`src/rtl/signal_pkg.sv`:
```
// Shared types and helpers for the N-approach signal controller family.
// Holds the phase enum, the active-index width rule and the round-robin search.
package signal_pkg;

    typedef enum logic [1:0] {
        GREEN  = 2'd0,
        YELLOW = 2'd1,
        ALLRED = 2'd2
    } phase_t;

    localparam int unsigned MAX_APP   = 8;
    localparam int unsigned MAX_IDX_W = 3;

    // Index width for n approaches; never narrower than one bit.
    function automatic int unsigned idx_w(input int unsigned n);
        return (n <= 2) ? 1 : $clog2(n);
    endfunction

    // First set bit of pend searching start+1 .. start+n (mod n); start if none.
    function automatic logic [MAX_IDX_W-1:0] rr_next(
        input logic [MAX_APP-1:0]   pend,
        input logic [MAX_IDX_W-1:0] start,
        input int unsigned          n
    );
        logic [MAX_IDX_W-1:0] sel;
        logic                 found;
        int unsigned          j;
        sel   = start;
        found = 1'b0;
        for (int unsigned k = 1; k <= MAX_APP; k++) begin
            j = 32'(start) + k;
            if (j >= n) begin
                j = j - n;
            end
            if (!found && (k <= n) && (j < MAX_APP) && pend[j[MAX_IDX_W-1:0]]) begin
                sel   = j[MAX_IDX_W-1:0];
                found = 1'b1;
            end
        end
        return sel;
    endfunction

endpackage

```
`src/rtl/signal_rr_arb.sv`:
```
// Combinational round-robin selector: next pending index after a start index.
// Returns the start index unchanged when nothing is pending.
module signal_rr_arb
    import signal_pkg::*;
#(
    parameter int unsigned N_APP = 2,
    parameter int unsigned IDX_W = idx_w(N_APP)
) (
    input  logic [N_APP-1:0] i_pending,
    input  logic [IDX_W-1:0] i_start,
    output logic [IDX_W-1:0] o_next_c
);

    logic [MAX_APP-1:0]   w_pend;
    logic [MAX_IDX_W-1:0] w_start;
    logic [MAX_IDX_W-1:0] w_next;

    assign w_pend   = MAX_APP'(i_pending);
    assign w_start  = MAX_IDX_W'(i_start);
    assign w_next   = rr_next(w_pend, w_start, N_APP);
    assign o_next_c = IDX_W'(w_next);

endmodule

```
`src/rtl/signal_ctrl_n.sv`:
```
// N-approach traffic signal controller: latched requests, round-robin green,
// min/max green, yellow and all-red clearance. Optional preemption: SIGNAL_PREEMPT_EN.
module signal_ctrl_n
    import signal_pkg::*;
#(
    parameter  int unsigned N_APP       = 2,
    parameter  int unsigned CNT_W       = 8,
    parameter  int unsigned T_MIN_GREEN = 4,
    parameter  int unsigned T_MAX_GREEN = 12,
    parameter  int unsigned T_YELLOW    = 2,
    parameter  int unsigned T_ALLRED    = 1,
    localparam int unsigned IDX_W       = idx_w(N_APP)
) (
    input  logic             clk,
    input  logic             rst,
    input  logic [N_APP-1:0] req,
`ifdef SIGNAL_PREEMPT_EN
    input  logic             preempt,
    input  logic [IDX_W-1:0] preempt_app,
`endif
    output logic [N_APP-1:0] go,
    output logic [N_APP-1:0] yellow,
    output logic [N_APP-1:0] stop,
    output logic [IDX_W-1:0] active,
    output logic [N_APP-1:0] pending
);

    localparam logic [CNT_W-1:0] TMR_SAT = {CNT_W{1'b1}};
    localparam logic [CNT_W-1:0] MIN_M1  = CNT_W'(T_MIN_GREEN - 1);
    localparam logic [CNT_W-1:0] MAX_M1  = CNT_W'(T_MAX_GREEN - 1);
    localparam logic [CNT_W-1:0] YEL_M1  = CNT_W'(T_YELLOW - 1);
    localparam logic [CNT_W-1:0] AR_M1   = CNT_W'(T_ALLRED - 1);

    phase_t           r_state;
    logic [IDX_W-1:0] r_active;
    logic [CNT_W-1:0] r_timer;
    logic [N_APP-1:0] r_pending;
    logic [N_APP-1:0] r_go;
    logic [N_APP-1:0] r_yellow;
    logic [N_APP-1:0] r_stop;

    phase_t           w_state_n;
    logic [IDX_W-1:0] w_active_n;
    logic [CNT_W-1:0] w_timer_n;
    logic [N_APP-1:0] w_pending_n;
    logic [N_APP-1:0] w_go_n;
    logic [N_APP-1:0] w_yellow_n;
    logic [N_APP-1:0] w_stop_n;

    logic [N_APP-1:0] w_act_oh;
    logic [N_APP-1:0] w_next_oh;
    logic [N_APP-1:0] w_others;
    logic [N_APP-1:0] w_set;
    logic [N_APP-1:0] w_clr;
    logic [IDX_W-1:0] w_rr_next;
    logic             w_hold;
    logic             w_min_ok;
    logic             w_pre_valid;
    logic [IDX_W-1:0] w_pre_app;

    // Preemption only counts when it names an existing approach.
`ifdef SIGNAL_PREEMPT_EN
    assign w_pre_valid = preempt && (32'(preempt_app) < N_APP);
    assign w_pre_app   = preempt_app;
`else
    assign w_pre_valid = 1'b0;
    assign w_pre_app   = '0;
`endif

    assign w_act_oh = N_APP'(1) << r_active;
    assign w_others = r_pending & ~w_act_oh;
    assign w_min_ok = (r_timer >= MIN_M1) || (r_timer >= MAX_M1);

    signal_rr_arb #(
        .N_APP (N_APP),
        .IDX_W (IDX_W)
    ) u_rr_arb (
        .i_pending (r_pending),
        .i_start   (r_active),
        .o_next_c  (w_rr_next)
    );

    // Phase sequencing, request latch and next lamp pattern.
    always_comb begin
        w_state_n  = r_state;
        w_active_n = r_active;
        case (r_state)
            GREEN: begin
                if (w_pre_valid) begin
                    if (w_pre_app != r_active) begin
                        w_state_n = YELLOW;
                    end
                end else if ((|w_others) && w_min_ok) begin
                    w_state_n = YELLOW;
                end
            end
            YELLOW: begin
                if (r_timer >= YEL_M1) begin
                    w_state_n = ALLRED;
                end
            end
            ALLRED: begin
                if (r_timer >= AR_M1) begin
                    w_state_n  = GREEN;
                    w_active_n = w_pre_valid ? w_pre_app : w_rr_next;
                end
            end
            default: begin
                w_state_n  = GREEN;
                w_active_n = '0;
            end
        endcase

        if (w_state_n != r_state) begin
            w_timer_n = '0;
        end else if (r_timer != TMR_SAT) begin
            w_timer_n = r_timer + CNT_W'(1);
        end else begin
            w_timer_n = r_timer;
        end

        // The active approach's own request is ignored while it shows go or yellow.
        w_hold      = (r_state == GREEN) || (r_state == YELLOW);
        w_set       = req & ~(w_hold ? w_act_oh : '0);
        w_next_oh   = N_APP'(1) << w_active_n;
        w_clr       = ((w_state_n == GREEN) && (r_state != GREEN)) ? w_next_oh : '0;
        w_pending_n = (r_pending | w_set) & ~w_clr;

        w_go_n     = (w_state_n == GREEN)  ? w_next_oh : '0;
        w_yellow_n = (w_state_n == YELLOW) ? w_next_oh : '0;
        w_stop_n   = ~(w_go_n | w_yellow_n);
    end

    always_ff @(posedge clk or posedge rst) begin
        if (rst) begin
            r_state   <= GREEN;
            r_active  <= '0;
            r_timer   <= '0;
            r_pending <= '0;
            r_go      <= N_APP'(1);
            r_yellow  <= '0;
            r_stop    <= ~(N_APP'(1));
        end else begin
            r_state   <= w_state_n;
            r_active  <= w_active_n;
            r_timer   <= w_timer_n;
            r_pending <= w_pending_n;
            r_go      <= w_go_n;
            r_yellow  <= w_yellow_n;
            r_stop    <= w_stop_n;
        end
    end

    assign go      = r_go;
    assign yellow  = r_yellow;
    assign stop    = r_stop;
    assign active  = r_active;
    assign pending = r_pending;

endmodule

```
`config.mk`:
```
export PLATFORM = sky130hd
export DESIGN_NAME = signal_ctrl_n
export DESIGN_NICKNAME = d
export VERILOG_FILES = /design/src/rtl/signal_pkg.sv /design/src/rtl/signal_rr_arb.sv /design/src/rtl/signal_ctrl_n.sv
export SDC_FILE = /design/constraint.sdc
export NUM_CORES = 1
export LEC_CHECK = 0
export ABC_AREA = 1
export BUFFER_PORTS_ARGS = -buffer_cell sky130_fd_sc_hd__buf_2
export CAP_MARGIN = 30
export CELL_PAD_IN_SITES_DETAIL_PLACEMENT = 1
export CELL_PAD_IN_SITES_GLOBAL_PLACEMENT = 2
export CORE_MARGIN = 5
export CORE_UTILIZATION = 29
export CTS_CLUSTER_SIZE = 12
export DETAILED_ROUTE_END_ITERATION = 6
export GPL_TIMING_DRIVEN = 0
export HOLD_SLACK_MARGIN = 0.08
export PLACE_DENSITY = 0.78
export SKIP_CTS_REPAIR_TIMING = 1
export SLEW_MARGIN = 20
export SYNTH_ARGS = -nofsm -noshare
export SYNTH_HDL_FRONTEND = slang
export SYNTH_SLANG_ARGS = --single-unit
```
`constraint.sdc`:
```
create_clock -name clk -period 1.4 [get_ports clk]
set_input_delay 0.28 -clock clk [delete_from_list [all_inputs] [get_ports clk]]
set_output_delay 0.28 -clock clk [all_outputs]
set_load 0.005 [all_outputs]
```
# Word-level counts from Yosys, hierarchy flattened
# Cells that the tools add are included.
[op_classes]
n_bitwise = 9
n_lt_le_gt_ge = 10
n_eq_ne = 5
n_shift = 2
muxes = 21
n_reduce_logical = 14
n_addsub = 5
[ops]
columns = ["op", "count"]
rows = [
  ["$ge A32 B2 Y1 const B", 2],
  ["$lt A32 B4 Y1 const B", 2],
  ["$mux W32", 2],
  ["$sub A32 B2 Y32 const B", 2],
  ["$ge A8 B1 Y1 const B", 2],
  ["$mux W8", 2],
  ["$mux W2", 7],
  ["$add A8 B1 Y8 const B", 1],
  ["$ge A8 B2 Y1 const B", 1],
  ["$ge A8 B4 Y1 const B", 1],
  ["$lt A3 B4 Y1 const B", 2],
  ["$ne A8 B8 Y1 const B", 1],
  ["$not A2 Y2", 4],
  ["$and A2 B2 Y2", 3],
  ["$bmux W1 S3", 2],
  ["$mux W1", 6],
  ["$pmux W2 S3", 1],
  ["$logic_and A1 B1 Y1", 5],
  ["$eq A2 B1 Y1 const B", 2],
  ["$logic_not A2 Y1", 2],
  ["$or A2 B2 Y2", 2],
  ["$reduce_bool A2 Y1", 2],
  ["$reduce_or A2 Y1", 2],
  ["$shl A1 B1 Y2 const A", 2],
  ["other kinds (7)", 8],
]
[word_totals]
register_bits = 19
elab_cells = 73
out_inout_bits = 9
inputBits = 4

# Longest topological paths before layout
[depth]
word_depth = 17
mapped_depth = 9
ltp_nobuf = 9

# Modules after synthesis
# Synthesis repeated with hierarchy kept, for this count alone.
[unflattened]
hier_cells = 120
area_unflattened_um2 = 952.2
[by_module_without_submodules]
columns = ["module", "seq_area_each_um2", "cells_per_inst", "area_per_inst_um2", "instances"]
rows = [
  ["signal_ctrl_n", 478.0, 115, 933.4, 1],
  ["signal_rr_arb", 0.0, 5, 18.8, 1],
]

# Worst setup path before layout
# Ideal clock, no wire load.
[synth_timing]
path_kind = "reg2reg"
start = "reg r_timer[0]"
end = "reg r_timer[1]"
setup_slack_ps = 79
t_arrival_ps = 1202
setup_ps = 119
synth_period_minus_slack_ps = 1321
path_stages_with_launch = 8
required_ps = 1281
path_buffers = 0
cell_sequence = "dfrtp_1 -> ha_1 -> nand3_2 -> nor2_2 -> nand2_2 -> nand2_1 -> o21ai_0 -> and2_1"
[synth_between]
elab_chain_cells = 7
elab_cells_between_ends = 16
classes_between = "1 x add/sub; 4 x order compare; 2 x eq/ne; 6 x mux; 3 x reduce/logical"
[synth_rtl]
columns = ["element", "line_no", "source"]
rows = [
  ["from (decl)", "signal_ctrl_n.sv:36", "logic [CNT_W-1:0] r_timer;"],
  ["from (signal assigned)", "signal_ctrl_n.sv:146", "r_timer <= w_timer_n;"],
  ["$ge A8 B2 Y1 / $ge A8 B4 Y1 (equally long branches)", "signal_ctrl_n.sv:72", "assign w_min_ok = (r_timer >= MIN_M1) || (r_timer >= MAX_M1);"],
  ["$logic_or A1 B1 Y1", "signal_ctrl_n.sv:72", ""],
  ["$logic_and A1 B1 Y1", "signal_ctrl_n.sv:93", "end else if ((|w_others) && w_min_ok) begin"],
  ["$mux W2", "signal_ctrl_n.sv:93", ""],
  ["$pmux W2 S3", "signal_ctrl_n.sv:87", "case (r_state)"],
  ["$ne A2 B2 Y1", "signal_ctrl_n.sv:114", "if (w_state_n != r_state) begin"],
  ["$mux W8 / $reduce_bool A2 Y1 (equally long branches)", "--", ""],
]
# Parallel ways exist; a longest one is shown, timed or not. The select of a mux whose other input is x is not followed.
# A chain may end at the register's enable or synchronous reset.

# Worst setup path in the final report
[layout_timing]
start = "reg r_timer[0]"
end = "reg r_stop[0] (netlist: stop[0])"
[layout_between]
elab_chain_cells = 9
elab_cells_between_ends = 19
classes_between = "4 x order compare; 1 x eq/ne; 1 x shift; 8 x mux; 2 x bitwise; 3 x reduce/logical"
[layout_rtl]
columns = ["element", "line_no", "source"]
rows = [
  ["$ge A8 B2 Y1 / $ge A8 B4 Y1 (equally long branches)", "signal_ctrl_n.sv:72", ""],
  ["$logic_or A1 B1 Y1", "signal_ctrl_n.sv:72", ""],
  ["$logic_and A1 B1 Y1", "signal_ctrl_n.sv:93", ""],
  ["$mux W2", "signal_ctrl_n.sv:93", ""],
  ["$pmux W2 S3", "signal_ctrl_n.sv:87", ""],
  ["$eq A2 B1 Y1 / $logic_not A2 Y1 (equally long branches)", "signal_ctrl_n.sv:130, signal_ctrl_n.sv:129", ""],
  ["$mux W2 (on tied branches)", "signal_ctrl_n.sv:130, signal_ctrl_n.sv:129", ""],
  ["$or A2 B2 Y2 (*)", "signal_ctrl_n.sv:131", "w_stop_n = ~(w_go_n | w_yellow_n);"],
  ["$not A2 Y2 (*)", "signal_ctrl_n.sv:131", ""],
  ["named net w_stop_n[0]", "signal_ctrl_n.sv:48", "logic [N_APP-1:0] w_stop_n;"],
  ["to (signal assigned)", "signal_ctrl_n.sv:142", "r_stop <= ~(N_APP'(1));"],
  ["to (signal assigned)", "signal_ctrl_n.sv:150", "r_stop <= w_stop_n;"],
  ["to (decl)", "signal_ctrl_n.sv:40", "logic [N_APP-1:0] r_stop;"],
]
# Mark *: on every way through the listed nets, which the timed path passes. The rest lies on a longest branch.

==> run summary <==
Final ANT Viol Nets = 0
CP Capture Type = register
Clock Path Buffers = 2
Syn Nets = 122
DRC Markers = 0
Minimum hold slack = 0.0827 ns
Hold Crit Class = in -> async
Clock Skew = 0.00282 ns
Unrepaired setup endpoints after global routing = true
Vias per inst = 4.22
Synth warn = 0
Most frequent cells in the layout = 23 x nand2_1, 15 x inv_1, 15 x dfrtp_1
Largest net degree at the start of global routing = 20
Layout Nets = 143
Die Area = 4600 sq um
Period minus WS final = 1.38 ns
Initial antenna violation count = 0
Commonest non-fill, non-tap cell in the layout = nand2_1
Ratio of cells with drive above 1 in the final layout = 32.6%
Worst EP required = 1.59 ns
Hold Fails Final Rpt = 0
Worst Reg-to-Reg Cells = 8
Vias in the first global route = 784
Crit path max fanout = 6
Clk Latency, worst-skew pair = 0.29 ns
FMAX = 727 MHz
Fill count = 409
Global-route wire length before repair = 3270 um
Core area = 3280 sq um
GP Congestion = 0.785
Die Span X = 67.8 um
Crit Reg-Reg Startpoint = r_timer[0]
CTS tree = built
WP data arrival = 1.56 ns
Total routed wirelength = 2050 um
Starting Density = 29.5%
Overflow left after global routing = 0
Max_slew headroom = 52.1%
Setup Crit Path Kind = reg -> reg
First-pass iteration count of the detailed router = 2
Placed Cells = 173
Largest family of logic cells by synthesized area = simple AND/OR/NAND/NOR gates
Total GRT Usage = 9.57%
Max Cap Violations = 0
Element type at the critical path start = register
Area Overhead vs Synth = 25.4%
Detail Placement HPWL = 1500 um
Area share of xor/xnor cells in the synthesized design = 2.71%
Wire length per cell = 11.3 um
#FFs+latches synth = 19
Synth Instances = 115
Power per cell area = 1940 nW/um^2
Status = finished clean
Flop2flop setup slack = 0.02 ns
Non-filler instance count after layout = 181
Worst-Margin Slew = 0.717 ns
Sequential element share of the synthesized area = 49.3%
Clock sinks = 19
CTS clk-pin slew, worst paths = 0.11 ns
Antenna diode count = 0
Row cnt = 21
Post-synthesis mux area share = 0%
Leakage = 0.623 nW
Reg2reg end = stop[0]
Die height = 67.8 um
Post-synthesis simple-gate area fraction = 28.3%
Slew Viols, Final = 0
Vias = 764
Final setup vio count = 0
Starting DRT DRC Count = 10
Post-Synth Adder-Cell Area = 3.87%
Syn_area_per_cell = 8.43 sq um
Htree depth = 1
VDD IR-drop max = 0.000747 V
Cell Area, Synth = 970 sq um
Ports = 13
Count of cell types in the netlist = 21
CTS root buf = clkbuf_4
Period utilization = 98.3%
TritonCTS buffer count = 3
Port buffer count = 12
Synth Area in Compound Gates = 8.52%
## cells in the mapped netlist, drive strengths merged
master / number / share of area [%]
nand2: 30 / 14
inv: 19 / 7.4
dfrtp: 17 / 44
nor2: 16 / 6.7
o21ai: 9 / 5.4
nand3: 6 / 3.6
a21oi: 3 / 1.5
ha: 3 / 3.9
nand4: 3 / 2.6
xor2: 3 / 2.7
dfstp: 2 / 5.4
and2: 1 / 0.65
nor3: 1 / 0.52
o21a: 1 / 0.77
o21bai: 1 / 0.77
## worst max-delay path: stages (launching register included)
cell,delay (ns)
dfrtp_2,0.48
inv_2,0.09
ha_4,0.12
inv_2,0.04
nor2_4,0.13
buf_4,0.12
nand3_1,0.07
nand2_1,0.11
o21ai_0,0.09
## worst max-delay path by stage
stage | from | to | slack, ns | cells after the start
detailed placement | r_timer[0] | r_timer[0] | -0.13 | 8
finish | r_timer[0] | stop[0] | 0.02 | 8
CTS | r_timer[0] | r_timer[0] | -0.17 | 8
global route | r_timer[0] | r_timer[5] | -0.08 | 8
floorplan | r_timer[0] | r_timer[1] | 0.08 | 7
global placement | r_timer[0] | r_timer[1] | -0.11 | 7
## metrics by stage
stage                     total power [mW]  TNS [ns]  setup slack, ns  instance area (sq um)  utilization (%)
after floorplan                       1.55         0           0.0795                    970                -
after CTS                             2.12     -1.20           -0.167                   1110             33.9
after global placement                1.81    -0.646           -0.107                   1090             33.1
after detailed placement              1.84    -0.949           -0.130                   1090             33.1
after global routing                  2.61    -0.702          -0.0772                   1220             37.0
final                                 2.36         0           0.0237                   1220             37.0
## flip-flops by register name, summed over array words and instances (netlist names)
register  cells
r_timer       8
go            2
pending       2
r_state       2
stop          2
yellow        2
active        1
## per-layer routing
metal / part of all wire (%) / global-route usage (%)
met4: 0.58 / 2.23
met2: 53 / 17.9
met3: 4.2 / 3.45
met5: 0 / 0
met1: 42 / 10.2
## logic make-up after synthesis
kind of cell | Yosys count
fa+ha+maj | 3
simple gates | 57
buf+inv | 19
compound gates | 14
xor+xnor | 3
flops | 19
## cell type report
class,instances,area (sq um),area share (%)
multi-input cells,77,487,40.0
flip-flops and latches,19,480,39.5
repair buffers,16,90.1,7.41
inverters,19,73.8,6.07
well taps,46,57.6,4.73
clock buffers,3,22.5,1.85
clock inverters,1,5.00,0.412
## power breakdown
| group | total, mW | internal, mW | switching [mW] | leakage [nW] |
|---|---|---|---|---|
| combinational | 1.17 | 0.501 | 0.672 | 0.368 |
| sequential | 0.915 | 0.754 | 0.161 | 0.238 |
| clock | 0.274 | 0.106 | 0.168 | 0.0177 |
| total | 2.36 | 1.36 | 1.00 | 0.623 |
Note: power is estimated with default switching activity, not from simulation.
